## src/rtl/ppi_port_c_unit.sv

```systemverilog
// ppi_port_c_unit: Port C latch, control register and CPU bus-cycle FSM.
// Writes are committed on the trailing edge of wr_n; reads return Port C
// with per-nibble selection between the pins and the output latch.
module ppi_port_c_unit #(
    parameter logic [7:0] RESET_CTRL = 8'h9B
) (
    input  logic       clk,
    input  logic       rst,
    input  logic       cs_n,
    input  logic       wr_n,
    input  logic       rd_n,
    input  logic [1:0] addr,
    input  logic [7:0] data_in,
    output logic [7:0] data_out,
    output logic       data_oe,
    input  logic [7:0] port_c_in,
    output logic [7:0] port_c_out,
    output logic       port_c_oe_upper,
    output logic       port_c_oe_lower,
    output logic [7:0] ctrl_word,
    output logic       wr_done
);

    localparam logic [1:0] IDLE      = 2'd0;
    localparam logic [1:0] WR_HOLD   = 2'd1;
    localparam logic [1:0] RD_ACTIVE = 2'd2;

    localparam logic [1:0] ADDR_PC   = 2'b10;
    localparam logic [1:0] ADDR_CTRL = 2'b11;

    logic [1:0] state;
    logic [1:0] cap_addr;
    logic [7:0] cap_data;

    logic wr_req;
    logic rd_req;
    logic commit;
    logic [7:0] rd_mux;

    // A write strobe wins over a simultaneous read strobe.
    assign wr_req = !cs_n && !wr_n;
    assign rd_req = !cs_n && !rd_n && wr_n;
    // Trailing edge of the write strobe with chip select still held.
    assign commit = (state == WR_HOLD) && !cs_n && wr_n;

    // Nibble-wise read source: input nibbles return pins, output nibbles the latch.
    assign rd_mux = {ctrl_word[3] ? port_c_in[7:4] : port_c_out[7:4],
                     ctrl_word[0] ? port_c_in[3:0] : port_c_out[3:0]};

    assign port_c_oe_upper = ~ctrl_word[3];
    assign port_c_oe_lower = ~ctrl_word[0];

    // Bus-cycle FSM; captures write address/data on every strobe-low sample.
    always_ff @(posedge clk) begin
        if (rst) begin
            state    <= IDLE;
            cap_addr <= 2'b00;
            cap_data <= 8'h00;
        end else begin
            case (state)
                IDLE: begin
                    if (wr_req) begin
                        state    <= WR_HOLD;
                        cap_addr <= addr;
                        cap_data <= data_in;
                    end else if (rd_req) begin
                        state <= RD_ACTIVE;
                    end
                end
                WR_HOLD: begin
                    if (cs_n) begin
                        state <= IDLE;
                    end else if (wr_n) begin
                        state <= IDLE;
                    end else begin
                        cap_addr <= addr;
                        cap_data <= data_in;
                    end
                end
                RD_ACTIVE: begin
                    if (wr_req) begin
                        state    <= WR_HOLD;
                        cap_addr <= addr;
                        cap_data <= data_in;
                    end else if (rd_n || cs_n) begin
                        state <= IDLE;
                    end
                end
                default: state <= IDLE;
            endcase
        end
    end

    // Commit of the captured write into the control register / Port C latch.
    always_ff @(posedge clk) begin
        if (rst) begin
            ctrl_word  <= RESET_CTRL;
            port_c_out <= 8'h00;
            wr_done    <= 1'b0;
        end else begin
            wr_done <= commit && cap_addr[1];
            if (commit) begin
                if (cap_addr == ADDR_PC) begin
                    port_c_out <= cap_data;
                end else if (cap_addr == ADDR_CTRL) begin
                    if (cap_data[7]) begin
                        // Mode set also clears the output latch.
                        ctrl_word  <= cap_data;
                        port_c_out <= 8'h00;
                    end else begin
                        port_c_out[cap_data[3:1]] <= cap_data[0];
                    end
                end
            end
        end
    end

    // Registered read path; only Port C reads drive the bus.
    always_ff @(posedge clk) begin
        if (rst) begin
            data_out <= 8'h00;
            data_oe  <= 1'b0;
        end else begin
            case (state)
                IDLE: begin
                    if (!wr_req && rd_req) begin
                        data_oe  <= (addr == ADDR_PC);
                        data_out <= rd_mux;
                    end else begin
                        data_oe <= 1'b0;
                    end
                end
                RD_ACTIVE: begin
                    if (wr_req || rd_n || cs_n) begin
                        data_oe <= 1'b0;
                    end else begin
                        data_oe  <= (addr == ADDR_PC);
                        data_out <= rd_mux;
                    end
                end
                default: data_oe <= 1'b0;
            endcase
        end
    end

endmodule

```

## config.mk

```make
export PLATFORM = sky130hd
export DESIGN_NAME = ppi_port_c_unit
export DESIGN_NICKNAME = d
export VERILOG_FILES = /design/src/rtl/ppi_port_c_unit.sv
export SDC_FILE = /design/constraint.sdc
export NUM_CORES = 1
export LEC_CHECK = 0
export ABC_AREA = 1
export BUFFER_PORTS_ARGS = -buffer_cell sky130_fd_sc_hd__buf_4
export CORE_AREA = 2 2 75 77
export DETAILED_ROUTE_END_ITERATION = 12
export DIE_AREA = 0 0 77 79
export PLACE_DENSITY = 0.57
export RECOVER_POWER = 25
export SLEW_MARGIN = 25
export SYNTH_ARGS = -nofsm -noshare
export SYNTH_HDL_FRONTEND = slang
export SYNTH_SLANG_ARGS = --single-unit
```

## constraint.sdc

```tcl
create_clock -name clk -period 1.6 [get_ports clk]
set_input_delay 0 -clock clk [delete_from_list [all_inputs] [get_ports clk]]
set_output_delay 0 -clock clk [all_outputs]
set_load 0.005 [all_outputs]
```

==> qor.yml <==
power_and_ir_drop:
  max-vdd-ir-drop_mv: 0.3885
  p_leak_nw: 1.127
  powerDensity_nw_per_um2: 873.1
  p_total_mw: 2.069
setup_path:
  reg2reg_slack_ps: 150
  cp-start-kind: "input port"
  crit_path_max_incr_delay_ps: 570
  cp_num_cells: 7
  crit_fanout: 11
  r2r-end: "data_oe"
  endpoint_kind: "register"
  path_delay_family: "buffers and inverters"
  endpoint: "data_oe"
  cp-startpoint: "cs_n"
  cp.arrival_ps: 1740
  crit_type: "input port to register"
  path_cells: "dlygate4sd3_1 -> buf_4 -> inv_1 -> nand4_1 -> buf_4 -> nor4_1 -> dlygate4sd3_1"
  rr_worst_depth: 5
  crit_buf_inv: 5
  cpMaxStageDelayCell: "dlygate4sd3_1"
  r2r-start: "state[0]"
  required_ps: 1850
floorplan:
  core_sq_um: 5338
  die_w_um: 77
  pin_count: 51
  die_h_um: 79
  rows: 27
  dieArea_sq_um: 6083
  start_util_pct: 32.23
logic_synthesis:
  avgSynthCellArea_sq_um: 6.773
  ys_types: 20
  synth_area_sq_um: 1720
  syn_inst: 254
  ys_seq_area_share_pct: 43.05
  synth-seq-cells: 37
  yosysWarnings: 0
  syn-num-nets: 277
route:
  via_per_inst: 4.470
  wire_per_inst_um: 10.63
  first_pass_iters: 4
  routed_wl_um: 4114
  ant_nets: 0
  num_vias: 1730
  drt_iter0_drc: 52
  drc: 0
grt:
  grt_first_pass_wirelength_um: 6844
  grt_max_degree: 18
  antenna_found_initial: 0
  grt_usage_pct: 14.30
  overflow: 0
  first_global_vias: 1537
cells_and_area:
  final_core_util_pct: 44.40
  fin_cells: 387
  syn_to_final_growth_pct: 37.75
  fin_nets: 337
  diodes: 0
  drive_gt1_share_pct: 21.59
placed_design:
  io_buffers: 49
  routabilityCongestion: 0.8421
  dp_hpwl_um: 2978
  dpl.cell_count: 367
clocking:
  cts_buffers: 5
  clk_latency_ps: 300
  cts-hold-fix-buffers: 12
  cts-root-buf: "clkbuf_8"
  clkSinkCount: 37
  clock_path_buffers: 2
  cts_setup_buffers: 0
  cts.htree.levels: 2
  cts_resized: 0
  path_clk_slew_ps: 80
  cts_tree: "built"
timing:
  whs_ps: 18.24
  fmax_ghz: 0.6704
  final_hold_viol_count: 0
  fin_crit_sh_pct: 93.22
  finalMaxSlewViolations: 0
  finalSetupViolCount: 0
  period_needed_ps: 1492
  rsz0062_at_grt: "false"
  finalSetupTns_ps: 0
  finClkSkew_ps: 7.611
hold_path:
  hp-start: "data_in[3]"
  whs_path_depth: 3
  hold_class: "input port to register"
outcome:
  status: "completed"
run:
  max-cap-violations: 0
-- registers in the layout, indices dropped and copies added (netlist names) --
signal      flops
cap_data        8
data_out        8
port_c_out      8
ctrl_word       7
cap_addr        2
state           2
data_oe         1
wr_done         1
-- per-layer routing --
metal | wire, um | track usage (%)
met1 | 1908 | 17.87
met2 | 1841 | 22.89
met5 | 0 | 0
met3 | 300 | 4.886
met4 | 63 | 5.357
-- kinds of logic after synthesis --
family	count (synthesis)	share of synthesized area, %
AO/OA/AOI/OAI	44	13.45
other	1	0.2180
AND/OR/NAND/NOR	133	32.36
buffers and inverters	39	10.91
flip-flops	37	43.05
-- synthesized netlist by cell type --
| library cell | instances | area [sq um] |
|---|---|---|
| nand2_1 | 63 | 236.5 |
| nor2_1 | 44 | 165.2 |
| dfxtp_1 | 37 | 740.7 |
| o21ai_0 | 32 | 160.2 |
| inv_1 | 25 | 93.84 |
| nand3_1 | 13 | 65.06 |
| a21oi_1 | 11 | 55.05 |
| nand4_1 | 8 | 50.05 |
| buf_2 | 4 | 20.02 |
| buf_4 | 3 | 22.52 |
| clkbuf_1 | 3 | 11.26 |
| buf_6 | 2 | 22.52 |
| nand2_2 | 2 | 12.51 |
| a21oi_4 | 1 | 16.27 |
| buf_1 | 1 | 3.750 |
| clkbuf_8 | 1 | 13.76 |
| conb_1 | 1 | 3.750 |
| nand3_2 | 1 | 10.01 |
| nor2_4 | 1 | 11.26 |
| nor4_1 | 1 | 6.260 |
-- tightest hold or removal path: stages --
cell and delay, ps:
buf_4 70, o21ai_0 90, a21oi_1 120
-- cells in the final DEF, fill, tap and decap left out, types with 2 or more instances in the layout --
cell           instances
nand2_1               63
nor2_1                44
buf_4                 39
dfxtp_1               37
o21ai_0               32
inv_1                 25
clkbuf_4              16
nand3_1               13
dlygate4sd3_1         12
a21oi_1               11
nand4_1                8
clkbuf_8               6
nand2_2                2
-- per-stage QoR --
stage	cell area [sq um]	setup slack [ps]
final	2370	108.4
after global routing	2370	31.68
after CTS	2370	126.7
after detailed placement	2130	325.2
after global placement	2130	348.5
after floorplan	1720	501.0
-- how the worst min path moves through the flow --
stage	end	slack (ps)
finish	cap_data[3]	20
global route	cap_data[3]	60
detailed placement	data_oe	180
global placement	data_oe	180
floorplan	data_oe	80
CTS	cap_data[3]	20
-- report_power, final --
group / switching [mW] / leakage [nW] / internal, mW
logic: 0.116 / 0.768 / 0.114
registers: 0.0314 / 0.301 / 0.950
clock network: 0.351 / 0.0574 / 0.507
-- final cells by class --
type	instances	area, sq um
Clock inverter	2	37.54
Fill cell	587	2968
Clock buffer	6	82.58
Sequential cell	37	740.7
Timing Repair Buffer	67	533.0
Tap cell	72	90.09
Multi-Input combinational cell	178	792.0
Inverter	25	93.84
Power figures use the tool's default switching activity.
